$ cat src/rtl/cu_pkg.sv
// Shared constants for the control_unit slice: opcodes, ALU control words,
// sequencer states and the instruction word layout.
package cu_pkg;

   localparam int unsigned OPC_W   = 4;
   localparam int unsigned IMM_W   = 4;
   localparam int unsigned INSTR_W = OPC_W + IMM_W;
   localparam int unsigned DI_W    = 8;
   localparam int unsigned ACC_W   = 4;

   localparam logic [OPC_W-1:0] OPC_LDI  = 4'h0;
   localparam logic [OPC_W-1:0] OPC_AND  = 4'h1;
   localparam logic [OPC_W-1:0] OPC_OR   = 4'h2;
   localparam logic [OPC_W-1:0] OPC_XOR  = 4'h3;
   localparam logic [OPC_W-1:0] OPC_ADD  = 4'h4;
   localparam logic [OPC_W-1:0] OPC_INV  = 4'h5;
   localparam logic [OPC_W-1:0] OPC_HOLD = 4'h6;
   localparam logic [OPC_W-1:0] OPC_JMP  = 4'h7;
   localparam logic [OPC_W-1:0] OPC_JZ   = 4'h8;
   localparam logic [OPC_W-1:0] OPC_HALT = 4'hF;

   // One-hot ALU control words, bit-ordered [0:7] to match the alu DI_i port
   localparam logic [0:DI_W-1] DI_AND  = 8'b10000000;
   localparam logic [0:DI_W-1] DI_OR   = 8'b01000000;
   localparam logic [0:DI_W-1] DI_XOR  = 8'b00100000;
   localparam logic [0:DI_W-1] DI_ADD  = 8'b00010000;
   localparam logic [0:DI_W-1] DI_INV  = 8'b00001000;
   localparam logic [0:DI_W-1] DI_HOLD = 8'b00000100;
   localparam logic [0:DI_W-1] DI_LOAD = 8'b00000001;

   typedef enum logic [2:0] {
      ST_IDLE    = 3'd0,
      ST_FETCH   = 3'd1,
      ST_DECODE  = 3'd2,
      ST_EXECUTE = 3'd3,
      ST_HALTED  = 3'd4
   } state_e;

   typedef struct packed {
      logic [OPC_W-1:0] opcode;
      logic [IMM_W-1:0] imm;
   } instr_t;

endpackage

$ cat src/rtl/cu_decoder.sv
// Combinational opcode decoder: ALU control word plus sequencing flags.
// Opcode 0x8 decodes as JZ only when CONTROL_UNIT_JZ_EN is defined.
module cu_decoder
   import cu_pkg::*;
(
   input  logic [OPC_W-1:0] opcode,
   output logic [0:DI_W-1]  di,
   output logic             is_jmp,
   output logic             is_jz,
   output logic             is_halt,
   output logic             is_illegal,
   output logic             writes_acc
);

   always_comb begin
      di         = DI_HOLD;
      is_jmp     = 1'b0;
      is_jz      = 1'b0;
      is_halt    = 1'b0;
      is_illegal = 1'b0;
      writes_acc = 1'b0;
      case (opcode)
         OPC_LDI:  begin di = DI_LOAD; writes_acc = 1'b1; end
         OPC_AND:  begin di = DI_AND;  writes_acc = 1'b1; end
         OPC_OR:   begin di = DI_OR;   writes_acc = 1'b1; end
         OPC_XOR:  begin di = DI_XOR;  writes_acc = 1'b1; end
         OPC_ADD:  begin di = DI_ADD;  writes_acc = 1'b1; end
         OPC_INV:  begin di = DI_INV;  writes_acc = 1'b1; end
         OPC_HOLD: begin di = DI_HOLD; writes_acc = 1'b1; end
         OPC_JMP:  is_jmp = 1'b1;
`ifdef CONTROL_UNIT_JZ_EN
         OPC_JZ:   is_jz = 1'b1;
`endif
         OPC_HALT: is_halt = 1'b1;
         // Undefined opcodes retire as HOLD with the sticky illegal flag
         default:  is_illegal = 1'b1;
      endcase
   end

endmodule

$ cat src/rtl/control_unit.sv
// Fetch/decode/execute sequencer for the 4-bit processor; owns PC, IR and ACC.
// Build option: CONTROL_UNIT_JZ_EN enables the JZ instruction (opcode 0x8).
module control_unit
   import cu_pkg::*;
#(
   parameter int unsigned ADDR_W   = 4,
   parameter int unsigned RESET_PC = 0
) (
   input  logic               clk_i,
   input  logic               rst_n_i,
   input  logic               run_i,
   output logic               mem_req_o,
   output logic [ADDR_W-1:0]  addr_o,
   input  logic               mem_ack_i,
   input  logic [INSTR_W-1:0] instr_i,
   output logic [0:DI_W-1]    DI_o,
   output logic [ACC_W-1:0]   RD_o,
   output logic [ACC_W-1:0]   ACC_o,
   input  logic [ACC_W-1:0]   OP_i,
   output logic               halted_o,
   output logic               illegal_o
);

   state_e              state_q, state_d;
   logic [ADDR_W-1:0]   pc_q, pc_d;
   logic [ACC_W-1:0]    acc_q, acc_d;
   instr_t              ir_q, ir_d;
   logic [0:DI_W-1]     di_q, di_d;
   logic [ACC_W-1:0]    rd_q, rd_d;
   logic                mem_req_q, mem_req_d;
   logic                halted_q, halted_d;
   logic                illegal_q, illegal_d;

   logic [0:DI_W-1]     dec_di;
   logic                dec_jmp, dec_jz, dec_halt, dec_illegal, dec_writes_acc;

   cu_decoder u_decoder (
      .opcode     (ir_q.opcode),
      .di         (dec_di),
      .is_jmp     (dec_jmp),
      .is_jz      (dec_jz),
      .is_halt    (dec_halt),
      .is_illegal (dec_illegal),
      .writes_acc (dec_writes_acc)
   );

   always_ff @(posedge clk_i or negedge rst_n_i) begin
      if (!rst_n_i) begin
         state_q   <= ST_IDLE;
         pc_q      <= ADDR_W'(RESET_PC);
         acc_q     <= '0;
         ir_q      <= '0;
         di_q      <= DI_HOLD;
         rd_q      <= '0;
         mem_req_q <= 1'b0;
         halted_q  <= 1'b0;
         illegal_q <= 1'b0;
      end else begin
         state_q   <= state_d;
         pc_q      <= pc_d;
         acc_q     <= acc_d;
         ir_q      <= ir_d;
         di_q      <= di_d;
         rd_q      <= rd_d;
         mem_req_q <= mem_req_d;
         halted_q  <= halted_d;
         illegal_q <= illegal_d;
      end
   end

   // The ALU sees HOLD with a zero operand in every cycle except EXECUTE
   always_comb begin
      state_d   = state_q;
      pc_d      = pc_q;
      acc_d     = acc_q;
      ir_d      = ir_q;
      di_d      = DI_HOLD;
      rd_d      = '0;
      illegal_d = illegal_q;
      case (state_q)
         ST_IDLE: begin
            if (run_i) state_d = ST_FETCH;
         end
         ST_FETCH: begin
            if (mem_ack_i) begin
               ir_d    = instr_t'(instr_i);
               state_d = ST_DECODE;
            end
         end
         ST_DECODE: begin
            di_d    = dec_di;
            rd_d    = dec_writes_acc ? ACC_W'(ir_q.imm) : '0;
            state_d = ST_EXECUTE;
         end
         ST_EXECUTE: begin
            if (dec_halt) begin
               state_d = ST_HALTED;
            end else begin
               if (dec_writes_acc) acc_d = OP_i;
               if (dec_jmp || (dec_jz && (acc_q == '0))) pc_d = ADDR_W'(ir_q.imm);
               else                                      pc_d = pc_q + ADDR_W'(1);
               if (dec_illegal) illegal_d = 1'b1;
               state_d = run_i ? ST_FETCH : ST_IDLE;
            end
         end
         ST_HALTED: state_d = ST_HALTED;
         default:   state_d = ST_IDLE;
      endcase
      mem_req_d = (state_d == ST_FETCH);
      halted_d  = (state_d == ST_HALTED);
   end

   assign mem_req_o = mem_req_q;
   assign addr_o    = pc_q;
   assign DI_o      = di_q;
   assign RD_o      = rd_q;
   assign ACC_o     = acc_q;
   assign halted_o  = halted_q;
   assign illegal_o = illegal_q;

endmodule

$ cat config.mk
export PLATFORM = sky130hd
export DESIGN_NAME = control_unit
export DESIGN_NICKNAME = d
export VERILOG_FILES = /design/src/rtl/cu_pkg.sv /design/src/rtl/cu_decoder.sv /design/src/rtl/control_unit.sv
export SDC_FILE = /design/constraint.sdc
export NUM_CORES = 1
export LEC_CHECK = 0
export BUFFER_PORTS_ARGS = -buffer_cell sky130_fd_sc_hd__buf_2
export CAP_MARGIN = 20
export CORE_ASPECT_RATIO = 1.5
export CORE_MARGIN = 4
export CORE_UTILIZATION = 50
export CTS_CLUSTER_DIAMETER = 100
export DETAILED_ROUTE_END_ITERATION = 7
export PLACE_DENSITY = 0.76
export SLEW_MARGIN = 15
export SYNTH_ARGS = -nofsm -noshare
export SYNTH_HDL_FRONTEND = slang
export SYNTH_SLANG_ARGS = --single-unit
$ cat constraint.sdc
create_clock -name clk_i -period 1.8 [get_ports clk_i]
set_input_delay 0.36 -clock clk_i [delete_from_list [all_inputs] [get_ports clk_i]]
set_output_delay 0.36 -clock clk_i [all_outputs]
set_load 0.005 [all_outputs]
---- Yosys cells after proc, flatten, opt, wreduce, memory -nomap -nowiden ----
Index checks and enable logic that the tools add are counted.
storage, ports and cells
  register bits ........................... 34
  bits of input ports ..................... 16
  output and inout bits ................... 23
  logic and storage cells ................. 48
cells by class
  $add $sub $neg .......................... 1
  equality and inequality tests ........... 14
  muxes and demuxes ....................... 13
  bitwise logic cells ..................... 2
  reduce and logical (&&, ||, !) cells .... 8
operators with widths
  operator               count
  $pmux W8 S6            1
  $eq A4 B3 Y1 const B   4
  $pmux W3 S5            1
  $mux W4                3
  $mux W3                3
  $reduce_or A9 Y1       1
  $eq A4 B2 Y1 const B   2
  $mux W8                1
  $reduce_or A7 Y1       1
  $eq A3 B1 Y1 const B   2
  $eq A3 B2 Y1 const B   2
  $eq A3 B3 Y1 const B   2
  $reduce_and A3 Y1      2
  $add A4 B1 Y4 const B  1
  $eq A4 B1 Y1 const B   1
  $eq A4 B4 Y1 const B   1
  $logic_not A4 Y1       1
  $mux W1                4
  $reduce_and A2 Y1      2
  $logic_not A3 Y1       1
  $not A1 Y1             2

---- Logic depth before layout (Yosys ltp) ----
Gate-level depths: netlist (run 1).
  word-level depth ........................ 5
  gate-level depth with buffers ........... 5
  gate-level depth less buffers ........... 4

---- Cells and area by module ----
From an unflattened synthesis (run 1), not the netlist that was laid out.
second synthesis, totals
  cells, all modules ...................... 121
  area, all modules ....................... 1465.2 um^2
modules (own cells, without submodules)
  module        instances  cells each  area an instance (um^2)  sequential area each (um^2)
  control_unit  1          100         1335.0                   852.1
  cu_decoder    1          21          130.1                    0.0

---- Least setup slack after synthesis (run 1) ----
No wires, ideal clock.
  path type ............................... register to register
  start ................................... reg state_q[2]
  end ..................................... reg acc_q[0], in the netlist ACC_o[0]
  arrival ................................. 1.310 ns
  path slack .............................. 0.365 ns
  stages on the path, launching flop included .. 5
  buffers on the path ..................... 1
  period minus slack after synthesis ...... 1.435 ns
  cells stage by stage .................... dfrtp_1 > buf_6 > nand3b_2 > nor3_4 > mux2_2
between the ends
  cells in the longest elaborated chain, start to end .. 2
ends and longest elaborated chain
  element                             line                source
  start, declared                     control_unit.sv:24  state_e state_q, state_d;
  start signal, assigned              control_unit.sv:59  state_q <= state_d;
  $eq A3 B2 Y1                        control_unit.sv:80  case (state_q)
  $reduce_and A3 Y1 (no source line)  -
  end signal, assigned                control_unit.sv:51  acc_q <= '0;
  end signal, assigned                control_unit.sv:61  acc_q <= acc_d;
  end, declared                       control_unit.sv:26  logic [ACC_W-1:0] acc_q, acc_d;
Every way passes these cells.
A chain may end at the register's enable or synchronous reset.

---- Worst setup path after layout (run 1) ----
  start ................................... reg state_q[2]
  end ..................................... reg acc_q[1], in the netlist ACC_o[1]
Same word-level chain as after synthesis.

==> flow_summary_export.csv, run 1 <==
group,metric,value,unit
run_status,outcome,"complete, no violations",
logic_synthesis,post_synthesis_cell_count,117,
sta,tns,0,ns
clock_tree,cts-resized-gates,0,
logic_synthesis,synth_fa_ha_area_share,0.860,%
clock_tree,htreeDepth,2,
logic_synthesis,xor_xnor_portion_of_the_synthesized_cell_area,0,%
cells_and_area,layoutNonFillerInstCount,192,
logic_synthesis,synth.area.mux_share,9.97,%
cells_and_area,design.final.nets,171,
cells_and_area,num_antenna_cells,0,
clock_tree,tritoncts_sinks,33,
sta,final.setup_skew,0.00464,ns
routing,routed_wirelength,2740,um
routing,top_layer,"met4",
global_route,grt-ovfl-total,0,
floorplanning,floorplan.rows,23,
clock_tree,clock-root-buffer,"sky130_fd_sc_hd__clkbuf_8",
routing,routed_length_per_instance,14.3,um
pwr,power.leakage,0.820,nW
worst_setup_path,worst_r2r_startpoint,"state_q[2]",
routing,m1WireLength,1130,um
global_route,gr-usage-all-layers,16.3,%
sta,max_slew.worst_pin.slew,0.697,ns
placed_design,dp.cells,184,
clock_tree,post_cts.repair.setup_buffers,0,
sta,slew_viol_final,0,
pwr,ir_worst_vdd,0.837,mV
logic_synthesis,synth.net_count,134,
logic_synthesis,synth_compound_area_share,8.25,%
clock_tree,holdBufCountCts,0,
routing,count_of_vias_placed_by_the_detailed_router,1005,
placed_design,dpl.hpwl,2040,um
cells_and_area,final.fill_count,232,
logic_synthesis,synth_top_family_by_area,"simple AND/OR/NAND/NOR gates",
floorplanning,floorplan.die.height,74.1,um
floorplanning,die_w,52.0,um
logic_synthesis,synth-seq-cells,33,
sta,report.final.setup_viol,0,
clock_tree,tritoncts,"yes",
logic_synthesis,synthesis.area_per_instance,12.4,um^2
worst_setup_path,start_kind,"flop",
logic_synthesis,ys_seq_area_share,56.8,%
global_route,grt_pass1_vias,1025,
sta,rsz_0062_raised_after_global_routing,"no",
global_route,grt_first_pass_wirelength,4610,um
floorplanning,core_area,2730,um^2
floorplanning,top_level_ports,39,
clock_tree,worstSkewPairLatency,0.29,ns
worst_setup_path,endpoint_kind,"flop",
sta,period_needed,1.61,ns
logic_synthesis,asr_flop_ratio_synth,100,%
hold_path,holdCritPathClass,"primary input to async pin",
cells_and_area,final_layout_size_suffix_gt1_share,43.2,%
cells_and_area,areaGrowthSynthToFinish,18.6,%
worst_setup_path,worst-setup-path-type,"flop to flop",
logic_synthesis,post_synth_instance_area,1460,um^2
clock_tree,number_of_cts_inserted_buffers,5,
logic_synthesis,yosysWarnings,0,
worst_setup_path,critical_path_peak_fanout,8,
cells_and_area,commonest_non_fill_non_tap_cell_in_the_layout,"sky130_fd_sc_hd__buf_2",
cells_and_area,final_cell_mix,"37 x sky130_fd_sc_hd__buf_2, 32 x sky130_fd_sc_hd__dfrtp_1, 12 x sky130_fd_sc_hd__mux2_2",
worst_setup_path,data_arrival_time_of_the_critical_path,1.78,ns
worst_setup_path,worst_setup_path_startpoint,"state_q[2]",
worst_setup_path,timing.critical_path.required,1.97,ns
logic_synthesis,synthDistinctLibCells,39,
routing,ant_nets,0,
routing,first_pass_iters,4,
floorplanning,die-area,3850,um^2
sta,layout_worst_path_cycle_share,89.5,%
routing,per_cell_via_count_in_the_routed_design,5.23,
logic_synthesis,count_of_flip_flops_with_a_built_in_enable_after_synthesis,0,
routing,detailedRoute.firstIterationViolations,18,
global_route,largest_net_degree_at_the_start_of_global_routing,34,
logic_synthesis,ys.flop_type,"sky130_fd_sc_hd__dfrtp_1",
routing,dr_wl_met3,161,um
routing,route.detailed.drc,0,
clock_tree,clock_path_buffers,2,
routing,wl_met2,1370,um
placed_design,gp_congestion,0.745,
sta,slew-limit-headroom,53.5,%
floorplanning,floorplan.initialDensity,53.2,%
placed_design,io_buffer_count,37,
pwr,pwr_density_cell,1610,nW/um^2
logic_synthesis,synth_simple_gate_area_share,18.7,%
global_route,antenna_found_initial,0,
flow_run,max-cap-violations,0,
clock_tree,cts.reportedPaths.clkPinSlew,0.06,ns
sta,final-hold-violation-count,0,
sta,clock.fmax,620,MHz
## synthesized netlist by cell type, drive strengths merged (2+ instances only)
| library cell | n | share of area [%] |
|---|---|---|
| a21oi | 7 | 2.4 |
| a311oi | 2 | 1.2 |
| and2 | 4 | 1.7 |
| buf | 8 | 4.8 |
| dfrtp | 32 | 55 |
| mux2 | 12 | 9.3 |
| nand2 | 6 | 1.5 |
| nand2b | 3 | 1.3 |
| nand3b | 2 | 1.3 |
| nand4 | 3 | 1.3 |
| nor2 | 8 | 2.2 |
| nor3 | 5 | 2.5 |
| nor3b | 2 | 1.0 |
| nor4b | 2 | 2.2 |
| o21ai | 2 | 0.69 |
| or2 | 2 | 0.86 |
## through the flow
step           power, mW  util (%)  instance area, um^2  hold WS (ns)  setup slack [ns]
2_1_floorplan       1.97         -                 1460        0.0644             0.365
3_3_place_gp        2.15      59.4                 1620         0.444             0.236
3_5_place_dp        2.20      59.4                 1620         0.444             0.178
4_1_cts             2.81      63.1                 1730         0.141             0.192
5_1_grt             2.99      63.1                 1730         0.177             0.111
6_report            2.78      63.1                 1730         0.120             0.188
## area by class of cell
class                           count  area [um^2]  share of cell area (%)
Clock buffer                        7         96.3                    5.58
Timing Repair Buffer               38          193                    11.2
Inverter                            1         3.75                   0.218
Tap cell                           37         46.3                    2.68
Multi-Input combinational cell     75          554                    32.1
Sequential cell                    33          827                    47.9
Clock inverter                      1         5.00                   0.290
## path summary, 6_finish.rpt
| check | slack (ns) | cells after the start | endpoint |
|---|---|---|---|
| max | 0.19 | 3 | ACC_o[1] |
| max reg2reg | 0.19 | 3 | ACC_o[1] |
| min | 0.12 | 1 | mem_req_o |
| max in group asynchronous | 1.24 | 1 | ACC_o[2] |
| min reg2reg | 0.46 | 1 | illegal_o |
| min in group clk_i | 0.30 | 2 | ir_q[1] |
## critical path, stage by stage (launching register included)
cell,delay [ns]
sky130_fd_sc_hd__dfrtp_1,0.48
sky130_fd_sc_hd__nand3b_2,0.38
sky130_fd_sc_hd__nor3_4,0.27
sky130_fd_sc_hd__mux2_2,0.37
## logic make-up after synthesis
| family | after synthesis |
|---|---|
| flops | 33 |
| fa+ha+maj | 1 |
| other cells | 1 |
| buf+inv | 9 |
| simple gates | 42 |
| compound gates | 18 |
| mux | 13 |
## where the power goes
group | switching, mW | internal, mW | total (mW)
clock | 0.257 | 0.345 | 0.602
combinational | 0.393 | 0.497 | 0.890
sequential | 0.295 | 0.998 | 1.29
total | 0.946 | 1.84 | 2.78
## sequential cells by signal, indices dropped and copies added, names as in the netlist
register,count
ir_q,8
DI_o,7
ACC_o,4
RD_o,4
addr_o,4
state_q,3
halted_o,1
illegal_o,1
mem_req_o,1
## per-layer routing
layer	global-route usage, %	vias up
li1	-	483
met1	19.2	484
met2	26.3	29
met3	4.81	9
met4	9.04	0
met5	0	-
Note: power is estimated with default switching activity, not from simulation.
==> inputs of run 2 (changes only) <==
--- a/config.mk
+++ b/config.mk
@@ -5,14 +5,13 @@
 export SDC_FILE = /design/constraint.sdc
 export NUM_CORES = 1
 export LEC_CHECK = 0
-export BUFFER_PORTS_ARGS = -buffer_cell sky130_fd_sc_hd__buf_2
 export CAP_MARGIN = 20
 export CORE_ASPECT_RATIO = 1.5
 export CORE_MARGIN = 4
 export CORE_UTILIZATION = 50
 export CTS_CLUSTER_DIAMETER = 100
 export DETAILED_ROUTE_END_ITERATION = 7
-export PLACE_DENSITY = 0.76
+export DONT_BUFFER_PORTS = 1
 export SLEW_MARGIN = 15
 export SYNTH_ARGS = -nofsm -noshare
 export SYNTH_HDL_FRONTEND = slang
==> flow_summary_export.csv, run 2 (synthesis gave the netlist of run 1 again) <==
group,metric,value,unit
cells_and_area,largest_reg_flops,8,
clock_tree,htreeDepth,2,
routing,ant_nets,0,
global_route,busiest_layer,"met2",
floorplanning,die_w,52.0,um
routing,routed_length_per_instance,16.1,um
global_route,grt_use_met3,7.21,%
worst_setup_path,path_cells,"nand3b_1 -> nor2_2 -> mux2_2",
global_route,largest_net_degree_at_the_start_of_global_routing,34,
placed_design,dpl.hpwl,1800,um
worst_setup_path,timing.critical_path.required,1.97,ns
placed_design,gp_congestion,0.780,
sta,clock.fmax,640,MHz
floorplanning,die-area,3850,um^2
cells_and_area,areaGrowthSynthToFinish,8.94,%
global_route,grt-ovfl-total,0,
pwr,pwr_density_cell,1730,nW/um^2
worst_setup_path,start_kind,"flop",
pwr,ir_worst_vdd,0.941,mV
worst_setup_path,endpoint_kind,"flop",
sta,slew_viol_final,0,
global_route,met2_usage,24.3,%
floorplanning,floorplan.initialDensity,53.2,%
cells_and_area,final_cell_mix,"32 x sky130_fd_sc_hd__dfrtp_1, 12 x sky130_fd_sc_hd__mux2_2, 7 x sky130_fd_sc_hd__nor2_1, 7 x sky130_fd_sc_hd__a21oi_1",
floorplanning,top_level_ports,39,
sta,layout_worst_path_cycle_share,86.8,%
routing,routed_wirelength,2530,um
global_route,gr-usage-all-layers,14.8,%
worst_setup_path,critPathTopFamily,"simple AND/OR/NAND/NOR gates",
worst_setup_path,critical_path_peak_fanout,10,
hold_path,holdCritPathClass,"primary input to flop",
sta,final.setup_skew,0.00790,ns
routing,detailedRoute.firstIterationViolations,5,
cells_and_area,final_layout_size_suffix_gt1_share,25.0,%
clock_tree,number_of_cts_inserted_buffers,5,
global_route,antenna_found_initial,0,
pwr,power.leakage,0.675,nW
clock_tree,worstSkewPairLatency,0.28,ns
sta,tns,0,ns
routing,per_cell_via_count_in_the_routed_design,5.51,
global_route,grt_pass1_vias,846,
global_route,grt_first_pass_wirelength,3990,um
worst_setup_path,worst-setup-path-type,"flop to flop",
flow_run,max-cap-violations,0,
worst_setup_path,slowest_stage,"sky130_fd_sc_hd__dfrtp_1",
routing,count_of_vias_placed_by_the_detailed_router,865,
sta,rsz_0062_raised_after_global_routing,"no",
cells_and_area,num_antenna_cells,0,
run_status,outcome,"complete, no violations",
clock_tree,clock_path_buffers,2,
floorplanning,floorplan.rows,23,
sta,report.final.setup_viol,0,
sta,period_needed,1.56,ns
clock_tree,clock-root-buffer,"sky130_fd_sc_hd__clkbuf_8",
pwr,total_power_draw,2.74,mW
clock_tree,tritoncts_sinks,33,
cells_and_area,commonest_non_fill_non_tap_cell_in_the_layout,"sky130_fd_sc_hd__dfrtp_1",
worst_setup_path,crit_buf_inv,0,
cells_and_area,regMostFlops,"ir_q",
floorplanning,floorplan.die.height,74.1,um
sta,final-hold-violation-count,0,
routing,first_pass_iters,5,
floorplanning,core_area,2730,um^2
cells_and_area,design.final.nets,136,
clock_tree,tritoncts,"yes",
clock_tree,cts-resized-gates,0,
routing,route.detailed.drc,0,
global_route,gr-usage-met1,15.4,%
placed_design,io_buffer_count,0,
clock_tree,cts.reportedPaths.clkPinSlew,0.07,ns
worst_setup_path,data_arrival_time_of_the_critical_path,1.73,ns
worst_setup_path,critical-path-max-stage-delay,0.48,ns
[run 2: metal layers]
layer  vias up  share of wire (%)  routed length, um
met5         -                  0                  0
met4         0                2.2                 55
met3         6                6.4                163
met2        23                 52               1310
met1       419                 40               1000
li1        417                  -                  -
[run 2: cell type report]
cell class	instances	area [um^2]
Multi-Input combinational cell	75	554
Clock buffer	7	86.3
Sequential cell	33	827
Fill cell	232	1150
Clock inverter	1	30.0
Inverter	1	3.75
Timing Repair Buffer	3	37.5
Tap cell	37	46.3
[run 2: worst reg2reg max path: stages (launching register included)]
cell and delay (ns):
sky130_fd_sc_hd__dfrtp_1 0.48, sky130_fd_sc_hd__nand3b_1 0.24, sky130_fd_sc_hd__nor2_2 0.35, sky130_fd_sc_hd__mux2_2 0.38
[run 2: path summary, 6_finish.rpt]
kind                                  from   endpoint  slack [ns]  depth (start not counted)
worst max-delay path            state_q[1]    ir_q[0]        0.24                          3
worst min-delay path            instr_i[2]    ir_q[2]        0.22                          1
worst max register to register  state_q[1]    ir_q[0]        0.24                          3
worst min register to register   illegal_o  illegal_o        0.50                          1
max in group asynchronous          rst_n_i    DI_o[5]        1.04                          2
min in group asynchronous          rst_n_i  addr_o[0]        0.52                          2
[run 2: per-stage QoR]
step                      util [%]  setup slack [ns]  cells  area, um^2  hold WS [ns]
after CTS                     58.0             0.209    157        1590         0.212
after global routing          58.0             0.139    157        1590         0.209
after floorplan                  -             0.365    117        1460        0.0644
final                         58.0             0.237    157        1590         0.220
after detailed placement      52.6             0.224    147        1440        0.0652
after global placement        52.6             0.260    147        1440        0.0651
[run 2: report_power, final]
part | internal, mW | switching (mW)
sequential | 0.999 | 0.329
combinational | 0.400 | 0.311
clock | 0.451 | 0.254
total | 1.85 | 0.894
[run 2: timing repair]
action                                  in CTS  in global routing
hold buffers                                 2                  0
endpoints found under the setup margin       0                  0
endpoints found under the hold margin       33                  0
buffers inserted                             0                  0
==> inputs of run 3 (changes only) <==
--- a/config.mk
+++ b/config.mk
@@ -5,6 +5,7 @@
 export SDC_FILE = /design/constraint.sdc
 export NUM_CORES = 1
 export LEC_CHECK = 0
+export ABC_AREA = 1
 export CAP_MARGIN = 20
 export CORE_ASPECT_RATIO = 1.5
 export CORE_MARGIN = 4
==> flow_summary_export.csv, run 3 <==
group,metric,value,unit
logic_synthesis,ys.flop_type,"sky130_fd_sc_hd__dfrtp_1",
logic_synthesis,synth_top_family_by_area,"simple AND/OR/NAND/NOR gates",
worst_setup_path,worst_r2r_startpoint,"state_q[2]",
cells_and_area,regMostFlops,"ir_q",
floorplanning,die_w,51.7,um
worst_setup_path,slowest_stage,"sky130_fd_sc_hd__dfrtp_1",
logic_synthesis,synth_fa_ha_area_share,0.875,%
logic_synthesis,post_synth_most_frequent_cells,"32 x sky130_fd_sc_hd__dfrtp_1, 32 x sky130_fd_sc_hd__nand2_1, 16 x sky130_fd_sc_hd__nor2_1",
clock_tree,post_cts.repair.setup_buffers,0,
worst_setup_path,critical_path_peak_fanout,17,
hold_path,min_path_cells,2,
routing,detailedRoute.firstIterationViolations,13,
global_route,grt_pass1_vias,921,
routing,per_cell_via_count_in_the_routed_design,4.92,
cells_and_area,final.fill_count,257,
hold_path,holdCritPathClass,"primary input to flop",
global_route,antenna_found_initial,0,
logic_synthesis,synth.top_cells.by_area,"sky130_fd_sc_hd__dfrtp_1 56%, sky130_fd_sc_hd__nand2_1 8.4%, sky130_fd_sc_hd__a21oi_2 4.3%",
worst_setup_path,data_arrival_time_of_the_critical_path,1.59,ns
logic_synthesis,ys_seq_area_share,57.8,%
floorplanning,floorplan.die.height,73.5,um
clock_tree,htreeDepth,2,
routing,routed_length_per_instance,13.3,um
worst_setup_path,worst-setup-path-type,"flop to flop",
clock_tree,clock_path_buffers,2,
run_status,outcome,"complete, no violations",
cells_and_area,design.final.nets,170,
sta,rsz_0062_raised_after_global_routing,"no",
worst_setup_path,regToRegSetupSlack,0.37,ns
routing,route.detailed.drc,0,
worst_setup_path,critical-path-max-stage-delay,0.47,ns
placed_design,io_buffer_count,0,
cells_and_area,final_cell_mix,"32 x sky130_fd_sc_hd__dfrtp_1, 32 x sky130_fd_sc_hd__nand2_1, 16 x sky130_fd_sc_hd__nor2_1",
worst_setup_path,endpoint_kind,"flop",
floorplanning,die-area,3800,um^2
worst_setup_path,worst_r2r_endpoint,"ir_q[2]",
worst_setup_path,timing.critical_path.required,1.96,ns
clock_tree,clock-root-buffer,"sky130_fd_sc_hd__clkbuf_8",
floorplanning,floorplan.rows,23,
logic_synthesis,synth_top_area_share,56.0,%
worst_setup_path,path_cells,"nor2_2 -> nand3_2 -> nor2_1 -> a21oi_2",
logic_synthesis,synth_simple_gate_area_share,24.0,%
logic_synthesis,synthesis.area_per_instance,9.80,um^2
pwr,pwr_density_cell,1640,nW/um^2
placed_design,dp.cells,181,
pwr,ir_worst_vdd,0.739,mV
pwr,total_power_draw,2.58,mW
sta,layout_worst_path_cycle_share,79.3,%
logic_synthesis,asr_flop_ratio_synth,100,%
sta,slew_viol_final,0,
placed_design,dpl.hpwl,1860,um
logic_synthesis,count_of_flip_flops_with_a_built_in_enable_after_synthesis,0,
placed_design,gp_congestion,0.741,
clock_tree,tritoncts_sinks,33,
clock_tree,number_of_cts_inserted_buffers,5,
cells_and_area,multi_input_area,514,um^2
routing,first_pass_iters,4,
sta,period_needed,1.43,ns
clock_tree,holdBufCountCts,2,
global_route,gr-usage-all-layers,15.4,%
routing,count_of_vias_placed_by_the_detailed_router,935,
sta,clock.fmax,701,MHz
logic_synthesis,synth_compound_area_share,10.2,%
clock_tree,worstSkewPairLatency,0.28,ns
cells_and_area,largest_reg_flops,8,
cells_and_area,final_layout_size_suffix_gt1_share,23.5,%
floorplanning,floorplan.initialDensity,52.9,%
logic_synthesis,synth.area.mux_share,0,%
floorplanning,core_area,2710,um^2
hold_path,hold_path.startpoint,"instr_i[3]",
logic_synthesis,yosysWarnings,0,
global_route,largest_net_degree_at_the_start_of_global_routing,34,
cells_and_area,stdcell_area,1570,um^2
global_route,grt_first_pass_wirelength,4180,um
sta,final-hold-violation-count,0,
worst_setup_path,worst-r2r-cell-count,4,
cells_and_area,layoutNonFillerInstCount,190,
cells_and_area,num_antenna_cells,0,
clock_tree,tritoncts,"yes",
logic_synthesis,synth.net_count,163,
logic_synthesis,post_synth_instance_area,1430,um^2
floorplanning,top_level_ports,39,
routing,ant_nets,0,
worst_setup_path,start_kind,"flop",
logic_synthesis,synthDistinctLibCells,26,
flow_run,max-cap-violations,0,
hold_path,hold_endpoint,"ir_q[3]",
clock_tree,cts.reportedPaths.clkPinSlew,0.06,ns
placed_design,place_area,1460,um^2
clock_tree,cts-resized-gates,0,
cells_and_area,regArea,827,um^2
logic_synthesis,xor_xnor_portion_of_the_synthesized_cell_area,0.612,%
cells_and_area,final_core_utilization,58.2,%
routing,routed_wirelength,2530,um
sta,final.setup_skew,0.00392,ns
cells_and_area,areaGrowthSynthToFinish,10.1,%
logic_synthesis,yosys.area.top_type,"sky130_fd_sc_hd__dfrtp_1",
pwr,power.leakage,0.771,nW
sta,report.final.setup_viol,0,
logic_synthesis,synth-seq-cells,33,
logic_synthesis,post_synthesis_cell_count,146,
sta,tns,0,ns
global_route,grt-ovfl-total,0,
-- run 3: changes by cell type in the layout (fill, tap and decap cells not counted), moves of 5 or more --
cell and change:
sky130_fd_sc_hd__inv_2 +5, sky130_fd_sc_hd__a21oi_2 +7, sky130_fd_sc_hd__inv_1 +10, sky130_fd_sc_hd__a21oi_1 -6
sky130_fd_sc_hd__nor3_2 +6, sky130_fd_sc_hd__mux2_2 -12, sky130_fd_sc_hd__nor2_1 +9, sky130_fd_sc_hd__nand3_1 +5
sky130_fd_sc_hd__o21ai_1 +7, sky130_fd_sc_hd__nand2_1 +26
-- run 3: area by class of cell --
cell class,count,share of cell area (%)
sequential,33,52.5
tap,37,2.94
inverter,18,4.45
multi-input combinational,93,32.7
timing repair buffer,2,1.91
clock buffer,7,5.48
-- run 3: worst max-delay path, delay by kind of cell, from the launching register on --
family	cells	cell delay [ns]
AO/OA/AOI/OAI	1	0.04
AND/OR/NAND/NOR	3	0.80
flip-flops	1	0.47
-- run 3: where the power goes --
part	total, mW	switching (mW)	internal, mW
registers	1.20	0.214	0.985
clock network	0.543	0.241	0.303
logic	0.837	0.556	0.281
total	2.58	1.01	1.57
-- run 3: worst max-delay path by stage --
stage                    start      end  cells after the start
CTS                 state_q[2]  ir_q[2]                      4
finish              state_q[2]  ir_q[2]                      4
floorplan           state_q[2]  ir_q[5]                      5
detailed placement  state_q[2]  ir_q[2]                      4
global route        state_q[2]  ir_q[1]                      4
global placement    state_q[2]  ir_q[1]                      4
-- run 3: kinds of logic (layout without fill, tap and decap cells) --
group | Yosys count | in the layout
DFF | 33 | 33
xor gates and xnor gates | 1 | 1
AOI/OAI and AO/OA | 21 | 21
buffers and inverters | 20 | 27
and+or+nand+nor | 69 | 69
other | 1 | 1
adders and majority gates | 1 | 1
-- run 3: through the flow --
stage               worst slack (ns)  hold WS (ns)
floorplan                      0.672        0.0644
global placement               0.461        0.0652
detailed placement             0.395        0.0652
CTS                            0.377         0.200
global route                   0.237         0.209
finish                         0.373         0.206
-- run 3: per-layer routing --
layer / wire (um) / vias up / global-route usage [%]
li1: - / 479 / -
met1: 1110 / 417 / 17.9
met2: 1200 / 31 / 23.8
met3: 165 / 8 / 6.49
met4: 61 / 0 / 8.45
met5: 0 / - / 0
